**src/rtl/vc_to_vr_converter.sv**
```systemverilog
// rtl/vc_to_vr_converter.sv - credit-based sender to valid/ready receiver bridge
module vc_to_vr_converter #(
    parameter int DATA_WIDTH = 8,
    parameter int CREDIT_NUM = 2
) (
    input  logic                  clk,
    input  logic                  rst,
    input  logic [DATA_WIDTH-1:0] s_data_i,
    input  logic                  s_valid_i,
    output logic                  s_credit_o,
    output logic [DATA_WIDTH-1:0] m_data_o,
    output logic                  m_valid_o,
    input  logic                  m_ready_i
);

    localparam int PTR_W = (CREDIT_NUM > 1) ? $clog2(CREDIT_NUM) : 1;
    localparam int CNT_W = $clog2(CREDIT_NUM + 1);

    logic [DATA_WIDTH-1:0] mem [CREDIT_NUM];
    logic [PTR_W-1:0]      wr_ptr;
    logic [PTR_W-1:0]      rd_ptr;
    logic [CNT_W-1:0]      occ;
    logic [CNT_W-1:0]      cnt;
    logic [CNT_W:0]        avail;
    logic                  empty;
    logic                  full;
    logic                  push;
    logic                  pop;

    function automatic logic [PTR_W-1:0] next_ptr(input logic [PTR_W-1:0] p);
        if (p == PTR_W'(CREDIT_NUM - 1))
            return '0;
        else
            return p + PTR_W'(1);
    endfunction

    always_comb begin
        empty     = (occ == '0);
        full      = (occ == CNT_W'(CREDIT_NUM));
        pop       = !empty && m_ready_i;
        // A push into a full FIFO is only accepted when the head leaves on the same edge
        push      = s_valid_i && (!full || pop);
        m_valid_o = !empty;
        m_data_o  = empty ? '0 : mem[rd_ptr];
        avail     = {1'b0, cnt} + {{CNT_W{1'b0}}, pop};
    end

    always_ff @(posedge clk) begin
        if (push)
            mem[wr_ptr] <= s_data_i;
    end

    always_ff @(posedge clk or posedge rst) begin
        if (rst) begin
            wr_ptr <= '0;
            rd_ptr <= '0;
            occ    <= '0;
        end else begin
            if (push)
                wr_ptr <= next_ptr(wr_ptr);
            if (pop)
                rd_ptr <= next_ptr(rd_ptr);
            case ({push, pop})
                2'b10:   occ <= occ + CNT_W'(1);
                2'b01:   occ <= occ - CNT_W'(1);
                default: occ <= occ;
            endcase
        end
    end

    // Pending credits drain one per cycle; a pop can be returned on the very next cycle
    always_ff @(posedge clk or posedge rst) begin
        if (rst) begin
            cnt        <= CNT_W'(CREDIT_NUM);
            s_credit_o <= 1'b0;
        end else if (avail != '0) begin
            cnt        <= CNT_W'(avail - 1'b1);
            s_credit_o <= 1'b1;
        end else begin
            cnt        <= CNT_W'(avail);
            s_credit_o <= 1'b0;
        end
    end

endmodule

```
**config.mk**
```make
export PLATFORM = sky130hd
export DESIGN_NAME = vc_to_vr_converter
export DESIGN_NICKNAME = d
export VERILOG_FILES = /design/src/rtl/vc_to_vr_converter.sv
export SDC_FILE = /design/constraint.sdc
export NUM_CORES = 1
export LEC_CHECK = 0
export BUFFER_PORTS_ARGS = -buffer_cell sky130_fd_sc_hd__buf_2
export CAP_MARGIN = 0
export CORE_MARGIN = 5
export CORE_UTILIZATION = 55
export CTS_BUF_LIST = sky130_fd_sc_hd__clkbuf_4 sky130_fd_sc_hd__clkbuf_8 sky130_fd_sc_hd__clkbuf_16
export CTS_CLUSTER_SIZE = 20
export DETAILED_ROUTE_END_ITERATION = 10
export GPL_TIMING_DRIVEN = 1
export HOLD_SLACK_MARGIN = 0.03
export PLACE_DENSITY = 0.77
export SLEW_MARGIN = 10
export SYNTH_ARGS = -nofsm -noshare
export SYNTH_HDL_FRONTEND = slang
export SYNTH_SLANG_ARGS = --single-unit
```
**constraint.sdc**
```tcl
create_clock -name clk -period 4.2 [get_ports clk]
set_input_delay 0.84 -clock clk [delete_from_list [all_inputs] [get_ports clk]]
set_output_delay 0.84 -clock clk [all_outputs]
set_load 0.05 [all_outputs]
```
Word level (Yosys, flattened, before mapping)

Memories as Yosys holds them, arrays and structs flattened.
Cells that the tools add are included.
Widths: inputs -> output; s select.

Memories kept: 1
RAM bits: 16
Logic and storage cells: 31
Bits in registers: 7

Eq/ne operators: 3
Mux-type cells: 8
Reductions and logical operators: 8
Add/sub/neg operators: 6

Memory list:

| name | words | bits a word | read ports | clocked after memory_dff | write ports | RTL line | RTL |
|---|---|---|---|---|---|---|---|
| mem  | 2     | 8           | 1          | 0                        | 1           | 19       | `logic [DATA_WIDTH-1:0] mem [CREDIT_NUM];` |

Operators by type and width:

| operator            | number |
|---|---|
| $mux 8              | 1 |
| $mux 1              | 5 |
| $eq 2x2->1 const B  | 2 |
| $pmux 2 s2          | 1 |
| $sub 2x1->2 const B | 2 |
| $add 2x1->3         | 1 |
| $reduce_bool 3->1   | 1 |
| $add 1x1->1 const B | 2 |
| $add 2x1->2 const B | 1 |
| $eq 2x1->1 const B  | 1 |
| $logic_and 1x1->1   | 2 |
| $logic_not 1->1     | 2 |
| $logic_not 2->1     | 1 |
| $mux 2              | 1 |
| $reduce_bool 2->1   | 1 |
| $logic_or 1x1->1    | 1 |

Longest topological paths before layout

Gate-level depths: netlist of run 1.

Depth after elaboration: 7
Gate-level depth with buffers: 9
Mapped depth without buffers: 9

Worst setup path before layout of run 1

No wires, ideal clock.

Path kind: flip-flop to output port
Start point: register rd_ptr
End point: output m_data_o[0]
Cell stages (with the launch flop): 4
Arrival: 1.307 ns
Path buffers: 1
Required time: 3.360 ns
Slack: 2.053 ns
Path through: dfrtp_1 -> buf_2 -> mux2i_1 -> nor2_1

Longest elaborated chain between the ends: 2

Ends and longest elaborated chain:

| item                   | RTL line | RTL |
|---|---|---|
| start, declared        | 21       | `logic [PTR_W-1:0] rd_ptr;` |
| start signal, assigned | 62       | `rd_ptr <= next_ptr(rd_ptr);` |
| $mem_v2 2x8            | -        |  |
| $mux 8                 | 44       | `m_data_o = empty ? '0 : mem[rd_ptr];` |
| end, declared          | 11       | `output logic [DATA_WIDTH-1:0] m_data_o,` |

Every way passes these cells.

Final worst setup path of run 1

Start point: register rd_ptr
End point: output m_data_o[5]

Same word-level chain as after synthesis.

==> flow_summary.toml, run 1 <==
[routing]
drc = 0
dr_wl_met2_microns = 816
vias = 587
wire_per_inst_microns = 12.94
met1_length_microns = 620
met3_length_microns = 75
drtIter0Drc = 4
routed_wl_microns = 1540
viasPerCell = 4.933
dr.pass1.iters = 4
ant_nets = 0
highest-signal-layer = "met4"

[clock_network]
numCtsBuffers = 3
cts_tree = "done"
root_buffer = "clkbuf_4"
cts_setup_buffers = 0
clk_latency_ns = 0.29
holdBufCountCts = 0
cts_max_path_buffers = 2
cts_sinks = 23
post_cts_resized = 0
cts_htree_levels = 1
path_clk_slew_ns = 0.12

[final_layout]
post-route-util_pct = 66.67
diodes = 0
syn_to_final_growth_pct = 16.52
fillers = 145
fin_nets = 109
drive_above_1_share_pct = 35.11
multi_input_area_sq_um = 292.8
final-seq-area_sq_um = 656.9

[critical_path]
startpoint_type = "flip-flop"
cp.required_ns = 3.36
crit_buf_inv = 1
worstPathArrival_ns = 1.47
worst-path-max-fanout = 9
cpPeakStageDelay_ns = 0.66
crit_chain = "mux2i_1 -> nor2_1 -> buf_2"
crit_path_end_kind = "output pin"
cp_slowest_cell = "dfrtp_1"
crit_family = "flip-flops"
path_class = "flip-flop to output pin"

[timing]
hold_violations = 0
relSlewSlack_pct = 53.58
clock.fmax_ghz = 0.4322
worst_slack_ns = 1.886
finalSetupTns_ns = 0
setup_viol = 0
whs_ns = 0.4562
report.final.slew_viol_count = 0
rsz0062_at_grt = "false"
clock_skew_ns = 0.004844
finalCriticalPeriod_ns = 2.314
post-route-period-util_pct = 55.09
worst_pin_slew_ns = 0.6937

[synthesis]
synth.top_cell.area_share_pct = 49.17
synth.area.top_cells = "edfxtp_1 (49%), dfrtp_1 (15%), mux2i_1 (8.2%)"
netlist_area_sq_um = 977.2
synth.avg_cell_area_sq_um = 13.96
synth_cells = 70
ys.flop_type = "edfxtp_1"
ys_ff_latch = 23
ys_seq_area_share_pct = 67.22
postSynth.asyncResetShare_pct = 30.43
syn_nets = 84
synth_edf_count = 16
ys_types = 22
ys.warnings.count = 0
synth_most_common_cell = "edfxtp_1"
synth_area_leader_cell = "edfxtp_1"
synth_commonest_cells = "edfxtp_1 (16), nor2_1 (11), mux2i_1 (8)"

[grt]
grt_antenna_before_repair = 0
grt_pass1_wl_microns = 2670
grt.overflow.total = 0
grt_use_total_pct = 13.82
grt_max_degree = 13
grt_pass1_vias = 593

[status]
status = "finished clean"

[floorplanning]
rows = 15
io_pins = 22
dieWidth_microns = 52.15
fp.dieH_microns = 52.15
start_util_pct = 57.22
core-area_sq_um = 1708
dieArea_sq_um = 2720

[placed_design]
gp_congestion = 0.6653
port_buffers = 21
place_ws_ns = 2.143
dp_hpwl_microns = 1174

[job]
max_cap_viol_count = 0

[hold_path]
hp-class = "input port to async pin"
-- flip-flops by register name, indices dropped and copies added (netlist names) --
signal      cells
mem            16
cnt             2
occ             2
rd_ptr          1
s_credit_o      1
wr_ptr          1
-- stage by stage --
step / area [sq um] / std cells
final: 1139 / 119
after global routing: 1139 / 119
after CTS: 1139 / 119
after detailed placement: 1109 / 115
after global placement: 1109 / 115
after floorplan: 977.2 / 70
-- per-layer routing --
layer	vias up	global-route usage [%]
met5	-	0
met4	0	5.106
met3	2	2.292
li1	296	-
met2	15	24.27
met1	274	16.98
-- logic make-up (layout without fill, tap and decap cells) --
group / after synthesis / in the layout / share of synthesized area, %
flops: 23 / 23 / 67.22
buf+inv: 7 / 31 / 2.816
simple gates: 18 / 18 / 8.963
fa+ha+maj: 2 / 2 / 2.560
mux: 8 / 8 / 8.195
compound gates: 7 / 7 / 4.994
xor+xnor: 5 / 5 / 5.251
-- worst register-to-register path, stage by stage (launching register included) --
cell	delay [ns]
dfrtp_1	0.48
nor2_2	0.38
inv_2	0.06
and3_1	0.19
ha_1	0.28
inv_1	0.04
ha_1	0.17
nand2b_1	0.14
nor2_1	0.06
a21oi_1	0.11
-- layout make-up --
type / instances / area share, %
Sequential cell: 23 / 57.69
Multi-Input combinational cell: 40 / 25.71
Timing Repair Buffer: 21 / 9.231
Tap cell: 25 / 2.747
Clock buffer: 4 / 2.637
Inverter: 6 / 1.978
-- final timing paths --
check | startpoint | endpoint | slack (ns) | depth (start not counted)
min | rst | cnt[0] | 0.46 | 2
min in group clk | wr_ptr | wr_ptr | 0.51 | 1
max | rd_ptr | m_data_o[5] | 1.89 | 3
max in group asynchronous | rst | cnt[1] | 3.47 | 2
max reg2reg | occ[0] | cnt[1] | 2.23 | 9
min reg2reg | wr_ptr | wr_ptr | 0.51 | 1
-- layout by cell type (no fill, tap or decap), types with 2 or more instances in the layout --
cell	instances
xnor2_1	3
mux2i_1	8
clkbuf_4	4
dfrtp_1	6
nor2_1	11
inv_1	4
inv_2	2
edfxtp_1	16
nand2b_1	2
buf_2	21
ha_1	2
a21oi_1	4
Power of run 1 is not shown: default switching activity piles up to over one toggle a cycle in this logic, so the estimate is an artifact.
==> run 2: changes to the inputs <==
- CORE_UTILIZATION: 55 -> 46
- PLACE_DENSITY: 0.77 -> 0.68
- clock period: 4.2 -> 2.1 ns (I/O delays scaled with it)
==> flow_summary.toml, run 2 (same netlist as run 1, synthesis figures left out) <==
[final_layout]
largestRegisters = "mem: 16 flops, cnt: 2 flops, occ: 2 flops"
final-seq-area_sq_um = 656.9
drive_above_1_share_pct = 35.42
multi_input_area_sq_um = 292.8
largest_register_ffs = 16
diodes = 0
post-route-util_pct = 57.88
stdcell_count = 123
syn_to_final_growth_pct = 18.57
fillers = 190
largest-register = "mem"
most-common-layout-cells = "buf_2 (21), edfxtp_1 (16), nor2_1 (11)"
layout_commonest_cell = "buf_2"
fin_nets = 111

[placed_design]
port_buffers = 21
gp_congestion = 0.7191
place_inst = 118
dp_hpwl_microns = 1140

[grt]
grt.overflow.total = 0
grt_pass1_vias = 575
grt_use_total_pct = 10.83
grt_pass1_wl_microns = 2601
grt_antenna_before_repair = 0
grt_max_degree = 13

[critical_path]
regToRegStartpoint = "occ[0]"
worstPathArrival_ns = 1.47
startpoint_type = "flip-flop"
cp.required_ns = 1.68
startpoint = "rd_ptr"
crit_path_end_kind = "output pin"
path_class = "flip-flop to output pin"
worst-path-max-fanout = 9

[hold_path]
hold_start = "s_data_i[4]"
hp-class = "input port to flip-flop"

[floorplanning]
io_pins = 22
fp.dieH_microns = 56.09
rows = 16
dieArea_sq_um = 3146
dieWidth_microns = 56.09
core-area_sq_um = 2002
start_util_pct = 48.81

[routing]
dr.pass1.iters = 3
wire_per_inst_microns = 12.64
vias = 601
drc = 0
ant_nets = 0
viasPerCell = 4.886
drtIter0Drc = 6
routed_wl_microns = 1555

[clock_network]
post_cts_resized = 0
root_buffer = "clkbuf_4"
path_clk_slew_ns = 0.12
cts_max_path_buffers = 2
cts_tree = "done"
cts_setup_buffers = 0
numCtsBuffers = 3
clk_latency_ns = 0.31
cts_sinks = 23
cts_htree_levels = 1

[timing]
relSlewSlack_pct = 52.46
setup_viol = 0
rsz0062_at_grt = "false"
report.final.slew_viol_count = 0
finalSetupTns_ns = 0
clock.fmax_ghz = 0.5297
hold_violations = 0
worst_pin_slew_ns = 0.7105
clock_skew_ns = 0.008639
finalCriticalPeriod_ns = 1.888
whs_ns = 0.2903
post-route-period-util_pct = 89.91

[status]
status = "finished clean"

[job]
max_cap_viol_count = 0
run 2: cell type report:
cell class / instances / share of cell area [%]
timing repair buffer: 23 / 10.58
multi-input combinational: 40 / 25.27
inverter: 6 / 1.944
tap: 27 / 2.916
sequential: 23 / 56.70
clock buffer: 4 / 2.592
run 2: repair_timing:
item | 4_1_cts | 5_1_grt
hold endpoints to repair | 6 | 0
hold buffers | 1 | 0
setup endpoints to repair | 0 | 0
run 2: metal layers:
layer / GRT usage, % / vias up / wire, microns
li1: - / 296 / -
met1: 12.39 / 285 / 676
met2: 17.70 / 15 / 761
met3: 3.480 / 5 / 78
met4: 6.102 / 0 / 38
met5: 0 / - / 0
run 2: worst max-delay path: stages, from the launching register on:
cell and delay (ns):
dfrtp_1 0.65, mux2i_1 0.14, nor2_1 0.11, buf_2 0.27
run 2: metrics by stage:
stage / worst slack [ns] / area (sq um)
2_1_floorplan: 0.1635 / 977.2
3_3_place_gp: 0.4520 / 1119
3_5_place_dp: 0.3995 / 1119
4_1_cts: 0.1795 / 1159
5_1_grt: 0.07595 / 1159
6_report: 0.2120 / 1159
run 2: path summary, 6_finish.rpt:
path                                     to  slack, ns  cells after the start
worst max-delay path            m_data_o[6]       0.21                      3
worst min-delay path              mem[1][4]       0.29                      1
worst max register to register       cnt[1]       0.38                      9
worst min register to register       wr_ptr       0.51                      1
max in group asynchronous            cnt[1]       1.25                      3
min in group asynchronous            wr_ptr       0.57                      3
Power of run 2 is left out for the same reason.
